File: src/rtl/vx_mem_perf_collector_pkg.sv
// Shared constants and helpers for the memory-side performance collector.
// Counter width defaults to the core-wide performance counter width of 44 bits.
package vx_mem_perf_collector_pkg;

  localparam int PERF_CTR_BITS_DEFAULT = 44;

  localparam int LSU_LANES_DEFAULT    = 4;
  localparam int PENDING_BITS_DEFAULT = 8;

  // Lane vectors are widened to 32 bits before counting, so up to 32 lanes fit.
  localparam int POP_IN_W = 32;
  localparam int POP_W    = 6;

  function automatic logic [POP_W-1:0] popcount(input logic [POP_IN_W-1:0] bits);
    logic [POP_W-1:0] cnt;
    cnt = '0;
    for (int i = 0; i < POP_IN_W; i++) begin
      cnt = cnt + POP_W'(bits[i]);
    end
    return cnt;
  endfunction

endpackage

File: src/rtl/vx_mem_perf_collector_pending_acc.sv
// Outstanding-transaction tracker with clamping, sticky error flag, and
// latency accumulator that sums the registered pending count every enabled cycle.
module VX_perf_pending_acc
  import vx_mem_perf_collector_pkg::*;
#(
  parameter int LANES        = 1,
  parameter int PENDING_BITS = 8,
  parameter int CTR_BITS     = 44,
  parameter bit ASSERT_EN    = 1'b1
) (
  input  logic                clk,
  input  logic                reset_n,
  input  logic                i_perf_en,
  input  logic [LANES-1:0]    i_req,
  input  logic [LANES-1:0]    i_rsp,
  output logic [CTR_BITS-1:0] o_latency,
  output logic                o_err
);

  // Two guard bits keep the signed sum exact for any lane count up to 32.
  localparam int SUM_W = PENDING_BITS + POP_W + 2;

  logic [PENDING_BITS-1:0] r_pending;
  logic [CTR_BITS-1:0]     r_latency;
  logic                    r_err;

  logic [POP_W-1:0]        w_req_cnt;
  logic [POP_W-1:0]        w_rsp_cnt;
  logic signed [SUM_W-1:0] w_sum;
  logic signed [SUM_W-1:0] w_max;
  logic                    w_under;
  logic                    w_over;
  logic [PENDING_BITS-1:0] w_pending_nxt;

  always_comb begin
    w_req_cnt = popcount(POP_IN_W'(i_req));
    w_rsp_cnt = popcount(POP_IN_W'(i_rsp));
    w_max     = $signed(SUM_W'({PENDING_BITS{1'b1}}));
    w_sum     = $signed(SUM_W'(r_pending)) + $signed(SUM_W'(w_req_cnt))
              - $signed(SUM_W'(w_rsp_cnt));
    w_under   = (w_sum < 0);
    w_over    = (w_sum > w_max);
    if (w_under) begin
      w_pending_nxt = '0;
    end else if (w_over) begin
      w_pending_nxt = '1;
    end else begin
      w_pending_nxt = w_sum[PENDING_BITS-1:0];
    end
  end

  // The tracker runs regardless of the enable; only the accumulation is gated.
  always_ff @(posedge clk or negedge reset_n) begin
    if (!reset_n) begin
      r_pending <= '0;
      r_latency <= '0;
      r_err     <= 1'b0;
    end else begin
      r_pending <= w_pending_nxt;
      if (w_under || w_over) begin
        r_err <= 1'b1;
      end
      if (i_perf_en) begin
        r_latency <= r_latency + CTR_BITS'(r_pending);
      end
    end
  end

  always @(posedge clk) begin
    if (ASSERT_EN && reset_n) begin
      assert (!(w_under || w_over));
    end
  end

  assign o_latency = r_latency;
  assign o_err     = r_err;

endmodule

File: src/rtl/vx_mem_perf_collector.sv
// Memory-side performance counters: fetch/load/store event counts plus
// fetch and load latency sums fed by two outstanding-request trackers.
module vx_mem_perf_collector
  import vx_mem_perf_collector_pkg::*;
#(
  parameter int PERF_CTR_BITS = PERF_CTR_BITS_DEFAULT,
  parameter int LSU_LANES     = LSU_LANES_DEFAULT,
  parameter int PENDING_BITS  = PENDING_BITS_DEFAULT,
  parameter bit ASSERT_EN     = 1'b1
) (
  input  logic                     clk,
  input  logic                     reset_n,
  input  logic                     perf_en,
  input  logic                     ifetch_req_fire,
  input  logic                     ifetch_rsp_fire,
  input  logic [LSU_LANES-1:0]     ld_req_fire,
  input  logic [LSU_LANES-1:0]     st_req_fire,
  input  logic [LSU_LANES-1:0]     ld_rsp_fire,
  output logic [PERF_CTR_BITS-1:0] ifetches,
  output logic [PERF_CTR_BITS-1:0] loads,
  output logic [PERF_CTR_BITS-1:0] stores,
  output logic [PERF_CTR_BITS-1:0] ifetch_latency,
  output logic [PERF_CTR_BITS-1:0] load_latency,
  output logic                     pending_err
);

  logic [PERF_CTR_BITS-1:0] r_ifetches;
  logic [PERF_CTR_BITS-1:0] r_loads;
  logic [PERF_CTR_BITS-1:0] r_stores;

  logic [POP_W-1:0] w_ld_cnt;
  logic [POP_W-1:0] w_st_cnt;
  logic             w_ifetch_err;
  logic             w_load_err;

  always_comb begin
    w_ld_cnt = popcount(POP_IN_W'(ld_req_fire));
    w_st_cnt = popcount(POP_IN_W'(st_req_fire));
  end

  // Event counters wrap naturally at the counter width.
  always_ff @(posedge clk or negedge reset_n) begin
    if (!reset_n) begin
      r_ifetches <= '0;
      r_loads    <= '0;
      r_stores   <= '0;
    end else if (perf_en) begin
      r_ifetches <= r_ifetches + PERF_CTR_BITS'(ifetch_req_fire);
      r_loads    <= r_loads + PERF_CTR_BITS'(w_ld_cnt);
      r_stores   <= r_stores + PERF_CTR_BITS'(w_st_cnt);
    end
  end

  VX_perf_pending_acc #(
    .LANES        (1),
    .PENDING_BITS (PENDING_BITS),
    .CTR_BITS     (PERF_CTR_BITS),
    .ASSERT_EN    (ASSERT_EN)
  ) u_ifetch_acc (
    .clk       (clk),
    .reset_n   (reset_n),
    .i_perf_en (perf_en),
    .i_req     (ifetch_req_fire),
    .i_rsp     (ifetch_rsp_fire),
    .o_latency (ifetch_latency),
    .o_err     (w_ifetch_err)
  );

  VX_perf_pending_acc #(
    .LANES        (LSU_LANES),
    .PENDING_BITS (PENDING_BITS),
    .CTR_BITS     (PERF_CTR_BITS),
    .ASSERT_EN    (ASSERT_EN)
  ) u_load_acc (
    .clk       (clk),
    .reset_n   (reset_n),
    .i_perf_en (perf_en),
    .i_req     (ld_req_fire),
    .i_rsp     (ld_rsp_fire),
    .o_latency (load_latency),
    .o_err     (w_load_err)
  );

  assign ifetches    = r_ifetches;
  assign loads       = r_loads;
  assign stores      = r_stores;
  assign pending_err = w_ifetch_err | w_load_err;

endmodule

File: config.mk
export PLATFORM = sky130hd
export DESIGN_NAME = vx_mem_perf_collector
export DESIGN_NICKNAME = d
export VERILOG_FILES = /design/src/rtl/vx_mem_perf_collector_pkg.sv /design/src/rtl/vx_mem_perf_collector_pending_acc.sv /design/src/rtl/vx_mem_perf_collector.sv
export SDC_FILE = /design/constraint.sdc
export NUM_CORES = 1
export LEC_CHECK = 0
export CORE_AREA = 5 5 150 152
export CTS_CLUSTER_DIAMETER = 120
export CTS_CLUSTER_SIZE = 40
export DETAILED_ROUTE_END_ITERATION = 8
export DIE_AREA = 0 0 155 157
export DONT_BUFFER_PORTS = 1
export GPL_ROUTABILITY_DRIVEN = 1
export PLACE_DENSITY = 0.75
export SYNTH_ARGS = -nofsm -noshare
export SYNTH_HDL_FRONTEND = slang
export SYNTH_HIERARCHICAL = 1
export SYNTH_SLANG_ARGS = --single-unit
File: constraint.sdc
create_clock -name clk -period 10.75 [get_ports clk]
set_input_delay 2.15 -clock clk [delete_from_list [all_inputs] [get_ports clk]]
set_output_delay 2.15 -clock clk [all_outputs]
set_load 0.05 [all_outputs]
==> flow_summary.yaml <==
drt:
  final_antenna_net_count: 0
  topRoutingLayerUsed: "met4"
  drcViolationCount: 0
  wl_per_cell_um: 18.8
  drt_pass1_iterations: 5
  vias: 8416
  wl_met2_um: 13000
  wirelength_um: 27000
  drt_iter0_markers: 482
  route.met3.wl_um: 2320
  viasPerCell: 5.85
  wl_met1_um: 11200
timing:
  post-route-period-util: 0.467
  rsz0062_at_grt: "false"
  fin_tns_setup_ps: 0
  final-setup-viol-count: 0
  max_slew_margin: 0.454
  drv_slew: 0
  worst_slew_pin_slew_ps: 812
  hold_violations: 0
  max_freq_ghz: 0.199
  skew_ps: 37.6
  min_period_ps: 5020
cts:
  post_cts_buffers: 0
  postCtsHoldBufs: 0
  clock-sinks: 238
  insertion_delay_ps: 490
  clkSlewWorstSetupHoldPaths_ps: 140
  ctsLongestPathBuffers: 3
  cts_resized: 0
  cts_root_buffer: "clkbuf_16"
  htree_levels: 1
  cts_buffers: 10
  cts_tree: "done"
synth:
  synth_area_leaders: "dfrtp_1 48%, xnor2_1 9.2%, xor2_1 6.4%, ha_1 4.1%, nand3_1 3.0%"
  avgSynthCellArea_um2: 10.7
  synth_top_area_cell: "dfrtp_1"
  synth_ff_type: "dfrtp_1"
  synthesis.nets: 1238
  syn-instance-count: 1163
  synth_top_area_share: 0.480
  syn_area_um2: 12400
  async_flop_share: 1.00
  yosysSeqAreaShare: 0.480
  yosys_warnings: 6
  synth_seq_cells: 238
  synth_edf_count: 0
  synth_cell_types: 70
min_path:
  worstHoldPathType: "reg2reg"
placed_design:
  post-dp-hpwl_um: 20100
  portBuffers: 0
  routabilityCongestion: 0.858
global_route:
  antenna_found_initial: 0
  grt_pass1_wl_um: 45100
  grt_use_total: 0.221
  grt_pass1_vias: 8526
  grt.overflow.total: 0
  grt_max_degree: 239
cells_and_area:
  antenna_cells: 0
  layout_commonest_cell: "dfrtp_1"
  layout_common_cells: "238 x dfrtp_1, 130 x xnor2_1, 92 x nand2_1, 90 x xor2_1, 82 x inv_1"
  drive_gt1_frac: 0.0601
  area_growth_pct: 4.92
  layout.nets: 1237
  nFillCells: 1700
  postLayoutCoreUtil: 0.623
run:
  max-cap-violations: 0
floorplan:
  die-area_um2: 24300
  initial_core_util: 0.594
  ios: 238
  die_width_um: 155
  core-area_um2: 20900
  num_rows: 53
  fp.dieH_um: 157
power_and_ir_drop:
  powerDensity_nw_per_um2: 253
  leakage_uw: 0.00614
  vdd_ir_drop_max_uv: 292
status:
  status: "finished, final reports clean"
critical_path:
  worstSetupPathType: "in2reg"
  arrival_ps: 5400
  setup.worst_path.start_class: "input port"
  endpoint_kind: "flop"
  timing.critical_path.fanout_max: 9
  crit_required_ps: 11130
==> metrics by stage <==
step                instance area (um^2)  setup slack (ps)  hold WS, ps  total power, uW  instances
floorplan                          12400              5440          435             2520       1163
global placement                   12700              5350          447             2780       1425
detailed placement                 12700              5250          473             2820       1425
CTS                                13000              5780          504             3310       1439
global route                       13000              5620          522             3540       1439
finish                             13000              5730          493             3290       1439
==> layout make-up <==
cell class	instances	area (um^2)	area share
sequential	238	5960	0.457
clock buffer	12	279	0.0214
inverter	82	308	0.0236
timing repair buffer	1	7.51	0.000576
multi-input combinational	829	6080	0.467
tap	275	344	0.0264
clock inverter	2	46.3	0.00355
==> synth_stat cells, types with 2 or more instances <==
| cell | n |
|---|---|
| dfrtp_1 | 238 |
| xnor2_1 | 130 |
| nand2_1 | 92 |
| xor2_1 | 90 |
| inv_1 | 82 |
| nand3_1 | 74 |
| nor2_1 | 66 |
| nand4_1 | 47 |
| ha_1 | 41 |
| a21oi_1 | 35 |
| nor3_1 | 35 |
| and3_1 | 33 |
| nor4_1 | 19 |
| fa_1 | 17 |
| mux2_2 | 17 |
| and4_1 | 11 |
| and2_1 | 10 |
| a21o_1 | 8 |
| clkbuf_1 | 8 |
| nand2b_1 | 7 |
| or2_2 | 7 |
| nor2b_1 | 6 |
| o21ai_0 | 6 |
| o211ai_1 | 5 |
| or3_1 | 5 |
| mux2i_1 | 4 |
| nor3_2 | 4 |
| nor4_4 | 4 |
| o21a_1 | 4 |
| nor3b_1 | 3 |
| nor4_2 | 3 |
| o22ai_1 | 3 |
| or4_1 | 3 |
| a2111oi_4 | 2 |
| a211oi_1 | 2 |
| a31oi_1 | 2 |
| and4_4 | 2 |
| buf_1 | 2 |
| buf_2 | 2 |
| nand3_2 | 2 |
| nand4_2 | 2 |
| o21bai_1 | 2 |
==> worst paths after layout <==
kind / start / endpoint / slack, ps / depth (start not counted)
min reg2reg: u_ifetch_acc/o_err$_DFFE_PN0P_ / u_ifetch_acc/o_err$_DFFE_PN0P_ / 490 / 2
min: u_ifetch_acc/o_err$_DFFE_PN0P_ / u_ifetch_acc/o_err$_DFFE_PN0P_ / 490 / 2
min in group asynchronous: reset_n / u_load_acc/o_latency[43]$_DFFE_PN0P_ / 1340 / 0
max in group asynchronous: reset_n / u_ifetch_acc/r_pending[5]$_DFF_PN0_ / 9000 / 0
max: ld_rsp_fire[1] / u_load_acc/o_err$_DFFE_PN0P_ / 5730 / 12
max reg2reg: u_load_acc/r_pending[0]$_DFF_PN0_ / u_load_acc/o_err$_DFFE_PN0P_ / 7040 / 11
==> worst max-delay path: stages <==
cell,delay (ps)
inv_1,40
fa_1,530
inv_1,50
fa_1,500
inv_1,50
fa_1,360
ha_1,210
a21oi_1,230
o21bai_1,130
a221o_1,320
a21oi_2,340
or3b_2,470
==> report_power, final <==
part / leakage, uW / switching [uW] / internal [uW]
registers: 0.00309 / 509 / 1020
clock network: 0.000155 / 284 / 197
logic: 0.00289 / 700 / 579
==> per-layer routing <==
layer / up-vias / global-route usage
li1: 3976 / -
met1: 4170 / 0.292
met2: 242 / 0.365
met3: 28 / 0.0668
met4: 0 / 0.0429
met5: - / 0
==> logic make-up after synthesis <==
logic type | count (synthesis) | synth area share
simple gates | 449 | 0.201
flops | 238 | 0.480
xor+xnor | 220 | 0.155
buf+inv | 96 | 0.0301
compound gates | 81 | 0.0463
fa+ha+maj | 58 | 0.0688
mux | 21 | 0.0186
==> flip-flops by register name, indices dropped and copies added, names as in the netlist <==
signal                  cells
ifetches                   44
loads                      44
stores                     44
u_ifetch_acc/o_err          1
u_ifetch_acc/o_latency     44
u_ifetch_acc/r_pending      8
u_load_acc/o_err            1
u_load_acc/o_latency       44
u_load_acc/r_pending        8
Note: power is estimated with default switching activity, not from simulation.
